<file path="src/rtl/rca_multiword_add_seq.sv">
// Multi-word adder: one shared 32-bit ripple-carry adder stepped over NUM_WORDS words, LSW first.
// Latency NUM_WORDS+1 cycles from accepted start to done; start is dropped unless ready.

module RCA_32_bit (
    input  logic [31:0] a_i,
    input  logic [31:0] b_i,
    input  logic        c_i,
    output logic [31:0] s_o,
    output logic        c_o
);
    logic [32:0] c;

    assign c[0] = c_i;

    for (genvar i = 0; i < 32; i++) begin : g_fa
        assign s_o[i]   = a_i[i] ^ b_i[i] ^ c[i];
        assign c[i + 1] = (a_i[i] & b_i[i]) | (c[i] & (a_i[i] ^ b_i[i]));
    end

    assign c_o = c[32];
endmodule

module rca_multiword_add_seq #(
    parameter  int NUM_WORDS = 4,
    localparam int W         = 32 * NUM_WORDS,
    localparam int IDXW      = (NUM_WORDS > 1) ? $clog2(NUM_WORDS) : 1
) (
    input  logic            clk,
    input  logic            rst,
    input  logic            start,
    input  logic [W-1:0]    a,
    input  logic [W-1:0]    b,
    input  logic            c_in,
    output logic            ready,
    output logic            busy,
    output logic            done,
    output logic [IDXW-1:0] word_idx,
    output logic [W-1:0]    s,
    output logic            c_out
);
    typedef enum logic [1:0] {IDLE, RUN, DONE} state_t;

    localparam logic [IDXW-1:0] LAST_IDX = IDXW'(NUM_WORDS - 1);

    state_t          state_q;
    logic [W-1:0]    a_q, b_q, acc_q, acc_d, s_q;
    logic            carry_q, c_out_q;
    logic [IDXW-1:0] idx_q;
    logic            ready_q, busy_q, done_q;

    logic [IDXW+4:0] word_off;
    logic [31:0]     rca_a, rca_b, rca_s;
    logic            rca_c;

    assign word_off = {idx_q, 5'd0};
    assign rca_a    = a_q[word_off +: 32];
    assign rca_b    = b_q[word_off +: 32];

    RCA_32_bit u_rca (
        .a_i (rca_a),
        .b_i (rca_b),
        .c_i (carry_q),
        .s_o (rca_s),
        .c_o (rca_c)
    );

    // Accumulator including the word being added this cycle; on the last word
    // this is the complete sum, so s can be loaded in one step.
    always_comb begin
        acc_d                 = acc_q;
        acc_d[word_off +: 32] = rca_s;
    end

    always_ff @(posedge clk) begin
        if (rst) begin
            state_q <= IDLE;
            a_q     <= '0;
            b_q     <= '0;
            acc_q   <= '0;
            carry_q <= 1'b0;
            idx_q   <= '0;
            s_q     <= '0;
            c_out_q <= 1'b0;
            ready_q <= 1'b1;
            busy_q  <= 1'b0;
            done_q  <= 1'b0;
        end else begin
            case (state_q)
                IDLE: begin
                    if (start) begin
                        a_q     <= a;
                        b_q     <= b;
                        carry_q <= c_in;
                        acc_q   <= '0;
                        idx_q   <= '0;
                        state_q <= RUN;
                        ready_q <= 1'b0;
                        busy_q  <= 1'b1;
                    end
                end
                RUN: begin
                    acc_q   <= acc_d;
                    carry_q <= rca_c;
                    if (idx_q == LAST_IDX) begin
                        s_q     <= acc_d;
                        c_out_q <= rca_c;
                        idx_q   <= '0;
                        state_q <= DONE;
                        busy_q  <= 1'b0;
                        done_q  <= 1'b1;
                    end else begin
                        idx_q <= idx_q + 1'b1;
                    end
                end
                DONE: begin
                    done_q  <= 1'b0;
                    ready_q <= 1'b1;
                    state_q <= IDLE;
                end
                default: begin
                    state_q <= IDLE;
                    ready_q <= 1'b1;
                    busy_q  <= 1'b0;
                    done_q  <= 1'b0;
                    idx_q   <= '0;
                end
            endcase
        end
    end

    assign ready    = ready_q;
    assign busy     = busy_q;
    assign done     = done_q;
    assign word_idx = idx_q;
    assign s        = s_q;
    assign c_out    = c_out_q;
endmodule

</file>
<file path="config.mk">
export PLATFORM = sky130hd
export DESIGN_NAME = rca_multiword_add_seq
export DESIGN_NICKNAME = d
export VERILOG_FILES = /design/src/rtl/rca_multiword_add_seq.sv
export SDC_FILE = /design/constraint.sdc
export NUM_CORES = 1
export LEC_CHECK = 0
export BUFFER_PORTS_ARGS = -buffer_cell sky130_fd_sc_hd__buf_2
export CORE_MARGIN = 2
export CORE_UTILIZATION = 41
export CTS_BUF_LIST = sky130_fd_sc_hd__clkbuf_4
export CTS_CLUSTER_SIZE = 25
export DETAILED_ROUTE_END_ITERATION = 8
export PLACE_DENSITY = 0.64
export SKIP_CTS_REPAIR_TIMING = 1
export SLEW_MARGIN = 20
export SYNTH_ARGS = -nofsm -noshare
export SYNTH_HDL_FRONTEND = slang
export SYNTH_HIERARCHICAL = 1
export SYNTH_SLANG_ARGS = --single-unit
</file>
<file path="constraint.sdc">
create_clock -name clk -period 22.7 [get_ports clk]
set_input_delay 1.135 -clock clk [delete_from_list [all_inputs] [get_ports clk]]
set_output_delay 1.135 -clock clk [all_outputs]
set_load 0.02 [all_outputs]
</file>
==> metrics.md <==
| Metric | Value |
|---|---|
| Outcome | complete, no violations |
| Reg clk slew, reported paths | 70 ps |
| Pleak | 10.15 nW |
| Area leader, netlist | dfxtp_1 |
| Gate Count Post-Synth | 2311 |
| Maxcap violations | 0 |
| Post-synth top flop | dfxtp_1 |
| Count of different cell masters after synthesis | 40 |
| Most frequent cell after synthesis | dfxtp_1 |
| Clock latency on the worst-skew pair | 970 ps |
| Final period utilization | 68.14% |
| Period minus WS final | 15470 ps |
| Post-layout net count | 2923 |
| Largest net degree at the start of global routing | 127 |
| Wirelength per Cell | 19.25 um |
| CP Capture Type | register |
| Core box area | 0.05234 mm^2 |
| CP most frequent cell | fa_1 |
| Fin Setup TNS | 0 ps |
| Initial antenna violation count | 3 |
| Max-slew violation total from the final report | 0 |
| Top cells by area in the synthesized netlist | dfxtp_1, nand2_1, mux4_2 |
| Die Span Y | 233.4 um |
| DIE AREA | 0.05450 mm^2 |
| Slowest stage cell on the critical path | buf_4 |
| Initial Util | 41.24% |
| Synthesized area | 0.02158 mm^2 |
| GPL Wtd Cong | 0.8508 |
| Crit path max fanout | 46 |
| Yosys warns | 6 |
| Worst path required time | 23580 ps |
| Critical Path AT | 16350 ps |
| IO Count | 394 |
| Remaining DRCs | 0 |
| Final setup fails | 0 |
| Post-synth ARST share | 0% |
| Power per standard cell area | 79.20 mW/mm^2 |
| Fill count | 5110 |
| Number of synthesized flops with an enable pin | 0 |
| Area grow syn2layout | 15.85% |
| CTS tree | built |
| 1st-pass router iterations | 5 |
| Root Buffer | clkbuf_4 |
| End-of-flow core utilization | 47.77% |
| IR drop worst, VDD | 0.04271 mV |
| CP Class | register to register |
| Clk_skew | 57.82 ps |
| Drt first-iter violations | 1430 |
| Row Count | 84 |
| Detailed Route WL | 65420 um |
| ANT nets after route | 0 |
| Dpl hpwl | 43880 um |
| Num CTS Buffers | 138 |
| RSZ-0062 raised after global routing | false |
| Worst Reg-to-Reg Cells | 39 |
| Worst hold path cell count | 3 |
| Port-buffer cells | 393 |
| Post-synth top cells | dfxtp_1, nand2_1, a21oi_1 |
| Number of hold violations in the final report | 0 |
| Top-area cell type share of the netlist area | 48.32% |
| Post-detailed-route via-to-cell ratio | 5.461 |
| CTS max path bufs | 3 |
| First-pass GRT wire length | 100600 um |
| Hold Crit Class | primary input to register |
| Worst-Margin Slew | 1129 ps |
| Max stage delay on crit path | 800 ps |
| Vias in the first global route | 17.93k |
| Mean post-synth cell area | 9.340 um^2 |
| # clock sinks | 521 |
| Overflow after GRT | 0 |
| Slew margin rel. | 24.75% |
| Die Span X | 233.4 um |
| H-tree levels | 4 |
| CP Launch Type | register |
| Achievable clock frequency | 64.65 MHz |
| Total GRT Usage | 23.78% |
| Post-synthesis sequential area ratio | 48.32% |
| Synth Net Count | 2609 |
| Vias post-DR | 18.56k |
| Layout cells sized above 1 | 26.37% |
| Yosys reg bits | 521 |
==> layer usage <==
metal	up-vias	global-route usage, %	share of wire, %
met5	-	0	0.023
met4	2	8.960	2.3
met3	107	5.249	7.4
met2	723	35.54	44
met1	8962	33.52	46
li1	8763	-	-
==> sequential cells by signal, indices dropped and copies added (netlist names) <==
| name | flops |
|---|---|
| a_q | 128 |
| done | 1 |
| ready | 1 |
| busy | 1 |
| s | 128 |
| acc_q | 128 |
| word_idx | 2 |
| b_q | 128 |
| carry_q | 1 |
| c_out | 1 |
| state_q | 2 |
==> final cells by class <==
cell class / instances / area [um^2] / area share [%]
antenna: 6 / 15.01 / 0.06005
clock buffer: 195 / 1464 / 5.854
clock inverter: 24 / 188.9 / 0.7556
inverter: 18 / 67.56 / 0.2702
multi-input combinational: 1525 / 9784 / 39.13
sequential: 521 / 10440 / 41.74
tap: 688 / 860.8 / 3.443
timing repair buffer: 421 / 2187 / 8.747
==> cell usage in the layout, fill, tap and decap left out, types with 2 or more instances in the layout <==
| master | instances |
|---|---|
| dfxtp_4 | 2 |
| clkinvlp_4 | 4 |
| nor3b_4 | 2 |
| mux2_2 | 4 |
| clkinv_1 | 14 |
| nand4_1 | 32 |
| mux4_2 | 64 |
| nand2b_1 | 35 |
| and3_1 | 4 |
| and2_1 | 3 |
| nor2b_2 | 2 |
| ha_1 | 5 |
| nand3_1 | 2 |
| nor2_1 | 129 |
| fa_1 | 32 |
| inv_1 | 18 |
| buf_4 | 28 |
| bufinv_16 | 3 |
| o21ai_0 | 2 |
| a21oi_2 | 3 |
| nand2_1 | 515 |
| clkbuf_4 | 195 |
| buf_2 | 392 |
| a22o_1 | 128 |
| nor2b_1 | 63 |
| a311oi_1 | 95 |
| a221oi_1 | 33 |
| nor3_1 | 95 |
| diode_2 | 6 |
| a21oi_1 | 260 |
| dfxtp_1 | 519 |
| inv_2 | 2 |
==> logic make-up (layout without fill, tap and decap cells) <==
family          Yosys count  count (layout)  synth area share, %
simple gates            891             891                17.98
compound gates          528             528                16.81
flops                   521             521                48.32
buf+inv                 265             658                6.689
mux                      68              68                6.887
fa+ha+maj                38              38                3.316
other cells               0               6                    0
==> worst max-delay path, delay by kind of cell (launching register included) <==
| family | cells | cell delay [ps] |
|---|---|---|
| adder cells (fa/ha/maj) | 31 | 12350 |
| buffers and inverters | 5 | 1220 |
| flip-flops | 1 | 730 |
| multiplexers | 1 | 640 |
| AO/OA/AOI/OAI | 1 | 270 |
| AND/OR/NAND/NOR | 1 | 110 |
==> final timing paths <==
check,start,end,slack (ps)
min,b[10],b_q[10]$_SDFFE_PP0P_,400
min reg2reg,b_q[125]$_SDFFE_PP0P_,b_q[125]$_SDFFE_PP0P_,450
max,word_idx[0]$_SDFFE_PP0P_,s[95]$_SDFFE_PP0P_,7230
max reg2reg,word_idx[0]$_SDFFE_PP0P_,s[95]$_SDFFE_PP0P_,7230
==> where the power goes <==
| group | switching (W) | internal (W) |
|---|---|---|
| clock network | 0.000374 | 0.000424 |
| registers | 0.0000186 | 0.000945 |
| logic | 0.000145 | 0.0000729 |
==> stage by stage <==
| stage | instance area (um^2) | total power, W | worst slack, ps | cells | hold slack (ps) |
|---|---|---|---|---|---|
| 6_report | 25010 | 0.001980 | 7232 | 3398 | 400.3 |
| 5_1_grt | 25010 | 0.002076 | 6594 | 3398 | 319.4 |
| 4_1_cts | 24980 | 0.002003 | 7149 | 3392 | 293.8 |
| 3_5_place_dp | 23330 | 0.001201 | 7170 | 3173 | 443.1 |
| 3_3_place_gp | 23330 | 0.001196 | 7260 | 3173 | 438.5 |
| 2_1_floorplan | 21580 | 0.001120 | 8405 | 2311 | 433.1 |
(Power assumes the default switching activity.)
